==> config.mk <==
export PLATFORM = sky130hd
export DESIGN_NAME = layer_ctrl
export DESIGN_NICKNAME = d
export VERILOG_FILES = /design/src/rtl/layer_ctrl_pkg.sv /design/src/rtl/layer_ctrl_watchdog.sv /design/src/rtl/layer_ctrl.sv
export SDC_FILE = /design/constraint.sdc
export NUM_CORES = 1
export LEC_CHECK = 0
export CELL_PAD_IN_SITES_DETAIL_PLACEMENT = 0
export CELL_PAD_IN_SITES_GLOBAL_PLACEMENT = 1
export CORE_MARGIN = 3
export CORE_UTILIZATION = 38
export CTS_CLUSTER_SIZE = 14
export DETAILED_ROUTE_END_ITERATION = 10
export PLACE_DENSITY_LB_ADDON = 0.1
export SETUP_SLACK_MARGIN = 0.1
export SYNTH_ARGS = -nofsm -noshare
export SYNTH_HDL_FRONTEND = slang
export SYNTH_HIERARCHICAL = 1
export SYNTH_SLANG_ARGS = --single-unit
==> constraint.sdc <==
create_clock -name clk -period 2.8 [get_ports clk]
set_input_delay 0.56 -clock clk [delete_from_list [all_inputs] [get_ports clk]]
set_output_delay 0.56 -clock clk [all_outputs]
set_load 0.05 [all_outputs]
==> src/rtl/layer_ctrl_pkg.sv <==
// Shared state encoding and sizing helpers for the per-layer sequencer.
package layer_ctrl_pkg;

  typedef enum logic [2:0] {
    IDLE,
    LN1,
    QKV,
    ATTN,
    PROJ,
    LN2,
    LIN1,
    LIN2
  } state_e;

  localparam int NUM_STAGE     = 7;
  localparam int DEF_NUM_LAYER = 12;
  localparam int DEF_NUM_HEAD  = 12;
  localparam int DEF_TIMEOUT   = 65535;

  typedef logic [NUM_STAGE-1:0] stageVec_t;

  // Index counters never shrink below one bit, even for a single layer/head.
  function automatic int clogMin1(input int n);
    return (n <= 2) ? 1 : $clog2(n);
  endfunction

  function automatic stageVec_t stageOneHot(input state_e s);
    stageVec_t oh;
    oh = '0;
    case (s)
      LN1:     oh[0] = 1'b1;
      QKV:     oh[1] = 1'b1;
      ATTN:    oh[2] = 1'b1;
      PROJ:    oh[3] = 1'b1;
      LN2:     oh[4] = 1'b1;
      LIN1:    oh[5] = 1'b1;
      LIN2:    oh[6] = 1'b1;
      default: oh = '0;
    endcase
    return oh;
  endfunction

endpackage

==> src/rtl/layer_ctrl_watchdog.sv <==
// Saturating per-stage wait counter; flags once a stage has waited TIMEOUT cycles.
module stage_watchdog #(
  parameter int  TIMEOUT = 65535,
  localparam int CW      = $clog2(TIMEOUT + 1)
) (
  input  logic clk_i,
  input  logic rst_ni,
  input  logic clear_i,
  input  logic enable_i,
  output logic timeout_o
);

  logic [CW-1:0] cnt_q, cnt_d;

  always_comb begin
    cnt_d = cnt_q;
    if (clear_i) begin
      cnt_d = '0;
    end else if (enable_i && (cnt_q != CW'(TIMEOUT))) begin
      cnt_d = cnt_q + 1'b1;
    end
  end

  always_ff @(posedge clk_i or negedge rst_ni) begin
    if (!rst_ni) begin
      cnt_q <= '0;
    end else begin
      cnt_q <= cnt_d;
    end
  end

  // Counter holds cycles already waited; this cycle without a done completes TIMEOUT.
  assign timeout_o = enable_i && !clear_i && (cnt_q >= CW'(TIMEOUT - 1));

endmodule

==> src/rtl/layer_ctrl.sv <==
// Walks one transformer layer through its sub-stages, tracking layer/head indices
// and flagging protocol and watchdog errors.
module layer_ctrl
  import layer_ctrl_pkg::*;
#(
  parameter int  NUM_LAYER = DEF_NUM_LAYER,
  parameter int  NUM_HEAD  = DEF_NUM_HEAD,
  parameter int  TIMEOUT   = DEF_TIMEOUT,
  localparam int LW        = clogMin1(NUM_LAYER),
  localparam int HW        = clogMin1(NUM_HEAD)
) (
  input  logic          clk,
  input  logic          reset_n,
  input  logic          model_start,
  input  logic          ln_start,
  output logic          linear2_done,
  output logic          busy,
  output logic          ln1_start,
  input  logic          ln1_done,
  output logic          qkv_start,
  input  logic          qkv_done,
  output logic          attn_start,
  input  logic          attn_done,
  output logic          proj_start,
  input  logic          proj_done,
  output logic          ln2_start,
  input  logic          ln2_done,
  output logic          lin1_start,
  input  logic          lin1_done,
  output logic          lin2_start,
  input  logic          lin2_done,
  output logic [LW-1:0] layer_idx,
  output logic [HW-1:0] head_idx,
  output logic          last_layer,
  output logic          err_unexpected,
  output logic          err_timeout
);

  state_e    state_q, state_d;
  stageVec_t start_q, start_d;
  stageVec_t doneVec, curMask;
  logic          linear2Done_q, linear2Done_d;
  logic [LW-1:0] layerIdx_q, layerIdx_d;
  logic [HW-1:0] headIdx_q, headIdx_d;
  logic          errUnexp_q, errUnexp_d;
  logic          errTimeout_q, errTimeout_d;
  logic curDone, otherDone, startActive, advance, idle;
  logic lastHead, lastLayer, clearErr, protoErr, wdTimeout;

  assign doneVec     = {lin2_done, lin1_done, ln2_done, proj_done, attn_done, qkv_done, ln1_done};
  assign curMask     = stageOneHot(state_q);
  assign curDone     = |(doneVec & curMask);
  assign otherDone   = |(doneVec & ~curMask);
  assign startActive = |start_q;
  // A done coinciding with its own start pulse cannot belong to that start.
  assign advance     = curDone && !startActive;
  assign idle        = (state_q == IDLE);
  assign lastHead    = (headIdx_q == HW'(NUM_HEAD - 1));
  assign lastLayer   = (layerIdx_q == LW'(NUM_LAYER - 1));
  assign clearErr    = idle && model_start;
  assign protoErr    = otherDone || (curDone && startActive) || (!idle && (ln_start || model_start));

  always_ff @(posedge clk or negedge reset_n) begin
    if (!reset_n) begin
      state_q       <= IDLE;
      start_q       <= '0;
      linear2Done_q <= 1'b0;
      layerIdx_q    <= '0;
      headIdx_q     <= '0;
      errUnexp_q    <= 1'b0;
      errTimeout_q  <= 1'b0;
    end else begin
      state_q       <= state_d;
      start_q       <= start_d;
      linear2Done_q <= linear2Done_d;
      layerIdx_q    <= layerIdx_d;
      headIdx_q     <= headIdx_d;
      errUnexp_q    <= errUnexp_d;
      errTimeout_q  <= errTimeout_d;
    end
  end

  always_comb begin
    state_d = state_q;
    case (state_q)
      IDLE:    if (ln_start) state_d = LN1;
      LN1:     if (advance) state_d = QKV;
      QKV:     if (advance) state_d = ATTN;
      ATTN:    if (advance && lastHead) state_d = PROJ;
      PROJ:    if (advance) state_d = LN2;
      LN2:     if (advance) state_d = LIN1;
      LIN1:    if (advance) state_d = LIN2;
      LIN2:    if (advance) state_d = IDLE;
      default: state_d = IDLE;
    endcase
  end

  always_comb begin
    start_d       = '0;
    linear2Done_d = 1'b0;
    layerIdx_d    = layerIdx_q;
    headIdx_d     = headIdx_q;
    if (clearErr) begin
      layerIdx_d = '0;
    end
    // Entering a stage, or finishing a non-final head, fires the stage start.
    if ((state_d != state_q) || ((state_q == ATTN) && advance)) begin
      start_d = stageOneHot(state_d);
    end
    if ((state_q == ATTN) && advance) begin
      headIdx_d = lastHead ? '0 : headIdx_q + 1'b1;
    end
    if ((state_q == LIN2) && advance) begin
      linear2Done_d = 1'b1;
      layerIdx_d    = lastLayer ? '0 : layerIdx_q + 1'b1;
    end
    errUnexp_d   = (clearErr ? 1'b0 : errUnexp_q) | protoErr;
    errTimeout_d = (clearErr ? 1'b0 : errTimeout_q) | wdTimeout;
  end

  stage_watchdog #(
    .TIMEOUT(TIMEOUT)
  ) uWatchdog (
    .clk_i    (clk),
    .rst_ni   (reset_n),
    .clear_i  (|start_d),
    .enable_i (!idle && !advance),
    .timeout_o(wdTimeout)
  );

  assign {lin2_start, lin1_start, ln2_start, proj_start, attn_start, qkv_start, ln1_start} = start_q;
  assign linear2_done   = linear2Done_q;
  assign busy           = !idle;
  assign layer_idx      = layerIdx_q;
  assign head_idx       = headIdx_q;
  assign last_layer     = lastLayer;
  assign err_unexpected = errUnexp_q;
  assign err_timeout    = errTimeout_q;

endmodule
Word-level counts from Yosys, hierarchy flattened
Index checks and enable logic that the tools add are counted.
Storage, ports and cells
  input port bits: 11
  word-level logic and storage cells: 94
  flip-flop bits (word level): 37
  output and inout port bits: 20
Operators by class
  $add $sub $neg: 3
  muxes and demuxes: 33
  eq/ne operators: 18
  bitwise gates (word level): 5
  order comparisons: 1
  reduce and logical (&&, ||, !) cells: 26
Operators with widths (count)
  two-way mux 16 bit: 2
  OR reduction 7 bit: 4
  equality test 3 bit (second input constant): 8
  two-way mux 3 bit: 8
  case mux 3 bit (8 select lines): 1
  two-way mux 1 bit: 17
  adder 16 x 1 -> 16 bit (second input constant): 1
  greater-or-equal comparator 16 bit (second input constant): 1
  two-way mux 4 bit: 4
  inequality test 16 bit (second input constant): 1
  AND 7 bit: 2
  equality test 3 x 2 -> 1 bit (second input constant): 4
  logical AND 1 bit: 11
  adder 4 x 1 -> 4 bit (second input constant): 2
  equality test 4 bit (second input constant): 2
  two-way mux 7 bit: 1
  NOT 7 bit: 1
  equality test 3 x 1 -> 1 bit (second input constant): 2
  logical NOT 1 bit: 4
  logical OR 1 bit: 4
  nonzero test 2 bit: 2
  logical NOT 3 bit: 1
  inequality test 3 bit: 1
  OR 1 bit: 2

Longest topological paths before layout
  word-level depth: 16
  gate-level depth with buffers: 10
  mapped depth without buffers: 8

Hierarchy
Netlist, hierarchy kept.
Modules (own cells, without submodules)
  layer_ctrl: cells each 129, instances 1, seq. area each 525.5 sq um, area an instance 1232.4 sq um
  stage_watchdog: cells each 99, instances 1, seq. area each 400.4 sq um, area an instance 1013.5 sq um

Worst setup path after synthesis
OpenSTA, ideal clock, no wires.
  kind: reg2out
  start point: reg layerIdx_q[0] (netlist: layer_idx[0])
  end point: out last_layer
  buffers on the path: 0
  cell stages (with the launch flop): 4
  slack: 0.057 ns
  arrival: 2.183 ns
  cell sequence: dfrtp_1 -> ha_1 -> inv_1 -> nor3b_1
Between the ends
  cells in the longest elaborated chain, start to end: 1
Ends and longest elaborated chain
  start, declared: line layer_ctrl.sv:43  | logic [LW-1:0] layerIdx_q, layerIdx_d;
  start signal, assigned: line layer_ctrl.sv:76  | layerIdx_q <= layerIdx_d;
  equality test 4 bit: line layer_ctrl.sv:59  | assign lastLayer = (layerIdx_q == LW'(NUM_LAYER - 1));
  end, declared: line layer_ctrl.sv:34  | output logic last_layer,
Every way passes these cells.

Final worst setup path
  start point: in ln2_done
  end point: reg uWatchdog.cnt_q[9]
Between the ends
  cells in the longest elaborated chain, start to end: 11
  elaborated cells on any way between the ends: 36
Ends and longest elaborated chain
  start, declared: line layer_ctrl.sv:27  | input logic ln2_done,
  AND 7 bit *: line layer_ctrl.sv:52  | assign curDone = |(doneVec & curMask);
  OR reduction 7 bit *: line layer_ctrl.sv:52
  logical AND 1 bit *: line layer_ctrl.sv:56  | assign advance = curDone && !startActive;
  logical AND 1 bit: line layer_ctrl.sv:89  | ATTN: if (advance && lastHead) state_d = PROJ;
  two-way mux 3 bit: line layer_ctrl.sv:89
  case mux 3 bit (8 select lines): line layer_ctrl.sv:85  | case (state_q)
  equality test 3 x 1 -> 1 bit, or another cell as far along: line layer_ctrl_pkg.sv:30  | case (s)
  two-way mux 1 bit / logical OR 1 bit (equally long branches): line layer_ctrl_pkg.sv:30, layer_ctrl.sv:107
  two-way mux 7 bit: line layer_ctrl.sv:107  | if ((state_d != state_q) || ((state_q == ATTN) && advance)) begin
  OR reduction 7 bit: line layer_ctrl.sv:126  | .clear_i (|start_d),
  two-way mux 16 bit / nonzero test 2 bit (equally long branches)
  end signal, assigned: line layer_ctrl_watchdog.sv:28  | cnt_q <= cnt_d;
  end, declared: line layer_ctrl_watchdog.sv:13  | logic [CW-1:0] cnt_q, cnt_d;
Every way passes the cells marked *; elsewhere a longest branch is shown, timed or not.
A chain may end at the register's enable or synchronous reset.

==> results.cfg <==
[logic_synthesis]
synthArstFlopShare = 1.000
ys_warn_count = 6
synth-seq-cells = 37
ys_types = 61
ys_seq_area_frac = 0.4123
synth_ff_type = dfrtp_1
syn_area_um2 = 2246
synth_cells = 228
synth_nets = 243
synth-edff-count = 0
syn_area_per_cell_um2 = 9.850

[finish]
final_nets = 293
post-route-util = 0.5288
final_cell_mix = 37 x dfrtp_1, 25 x clkdlybuf4s50_1, 22 x buf_4
area_growth_pct = 32.03
drive_gt1_frac = 0.2294
antenna_cells = 0
final_common_cell = dfrtp_1

[die]
die_x_um = 82.88
die_y_um = 82.88
start_util = 0.4005
rows = 27
coreArea_um2 = 5608
die_area_um2 = 6869
io_pins = 31

[routing]
initialDrtViolationCount = 107
route.detailed.drc = 0
antenna_left = 0
vias = 1914
wl_per_cell_um = 15.18
wirelength_um = 5328
dr.pass1.iters = 4
viasPerCell = 5.453

[grt]
antenna_found_initial = 0
grt_pass1_wl_um = 9177
grt-ovfl-total = 0
grt_max_degree = 38
grt_pass1_vias = 1888
grt_usage = 0.1624

[sta]
finalHoldViolations = 0
worst_pin_slew_ps = 849.5
fin_tns_setup_ps = 0
post-route-period-util = 0.9633
min_period_ps = 2697
max_clock_freq_mhz = 370.7
skew_ps = 8.797
slew_viol_final = 0
slew_headroom = 0.4337
setup_viol = 0
rsz0062_at_grt = yes

[hold_path]
holdCritPathClass = in2async

[setup_path]
r2r_start = state_q[1]
worstPathArrival_ps = 2920
worstSetupPathType = in2reg
start_kind = input pin
critPathCaptureType = register
critPathLaunch = ln2_done
cp_max_fo = 3
endpoint = uWatchdog/cnt_q[9]
crit_required_ps = 3020
r2r_slack_ps = 360
timing.rr.end = uWatchdog/cnt_q[9]
reg2regPathDepth = 10

[clock_tree]
cts_root_buffer = clkbuf_8
clkTransAtPathRegs_ps = 80
clock_latency_ps = 290
cts_tree = done
ctsLongestPathBuffers = 2
ctsHoldBuffers = 0
htreeDepth = 2
cts_buffers = 5
cts.sinks = 37

[placed_design]
port_buffers = 30
dp_hpwl_um = 3838
gp_congestion = 0.8138

[status]
outcome = finished clean

[power]
ir_drop_mv = 0.6021
p_per_area_nw_per_um2 = 893.4
power_mw = 2.649
leakage_nw = 1.332

[run]
cap_violations = 0
[stage by stage]
stage          hold WS [ps]  setup slack, ps  cells  area [um^2]
2_1_floorplan         264.4            106.7    228         2251
3_3_place_gp          462.4           -283.6    342         2755
3_5_place_dp          474.6           -338.7    342         2755
4_1_cts               395.9            100.3    350         2895
5_1_grt               426.5            25.23    351         2965
6_report              365.0            102.8    351         2965
[critical path, cell delays in order]
cell and delay, ps:
clkdlybuf4s50_1 420, mux4_2 480, nand2b_4 150, o211ai_1 110, and2_4 190, and4_4 250, buf_4 120, nand2_1 60
or4_1 420, a21oi_2 150
[state kept, by name, summed over array words and instances (netlist names)]
name             flops
layer_idx            4
linear2_done         1
err_timeout          1
start_q              7
head_idx             4
err_unexpected       1
state_q              3
uWatchdog/cnt_q     16
[worst min path at each step]
stage / slack (ps) / depth (start not counted) / end
6_report: 360 / 1 / layer_idx[3]
2_1_floorplan: 260 / 0 / err_timeout
4_1_cts: 400 / 1 / layer_idx[3]
5_1_grt: 430 / 1 / layer_idx[3]
3_3_place_gp: 460 / 1 / err_timeout
3_5_place_dp: 470 / 1 / err_timeout
[layout make-up]
type                       instances  area (um^2)
multi-input combinational        172         1305
fill                             533         2643
clock buffer                       6        82.58
clock inverter                     2        37.54
inverter                           9        33.78
timing repair buffer              53        490.5
sequential                        37        925.9
tap                               72        90.09
[Yosys cell counts (3+ instances only)]
cell type   n  area share
dfrtp_1    37        0.41
nor2_1     20       0.033
nand2_1    18       0.030
nor3_1     11       0.025
nand3_1    10       0.022
inv_1       9       0.015
a21oi_1     8       0.018
o21ai_0     6       0.013
o31ai_1     6       0.020
clkbuf_1    5      0.0084
nor4_1      5       0.014
or4_1       5       0.017
a21o_1      4       0.013
and2_1      4       0.011
ha_1        4       0.022
nand4_1     4       0.011
nor2b_1     4       0.011
o211ai_1    3       0.010
xnor2_1     3       0.012
[kinds of logic (layout without fill, tap and decap cells)]
group,after synthesis,in the layout,share of synthesized area
mux,8,8,0.04568
simple gates,108,108,0.3042
compound gates,47,47,0.1549
buf+inv,19,70,0.04123
xor+xnor,5,5,0.01950
fa+ha+maj,4,4,0.02229
flops,37,37,0.4123
[report_power, final]
group	switching (mW)	total [mW]	leakage, nW	internal (mW)
registers	0.142	0.777	0.488	0.634
clock network	0.204	0.494	0.0574	0.290
logic	0.789	1.38	0.787	0.590
total	1.14	2.65	1.33	1.51
[per-layer routing]
layer | share of wire | global-route usage | up-vias
met5 | 0 | 0 | -
met4 | 0.0062 | 0.03566 | 0
met3 | 0.047 | 0.04762 | 4
met2 | 0.44 | 0.2376 | 46
met1 | 0.50 | 0.2368 | 918
li1 | - | - | 946
[timing repair]
item	CTS	global route
setup buffers	0	1
pin swaps	4	1
gates resized for setup	4	13
endpoints found under the setup margin	6	10
No activity file was read; power rests on OpenSTA's default activity.
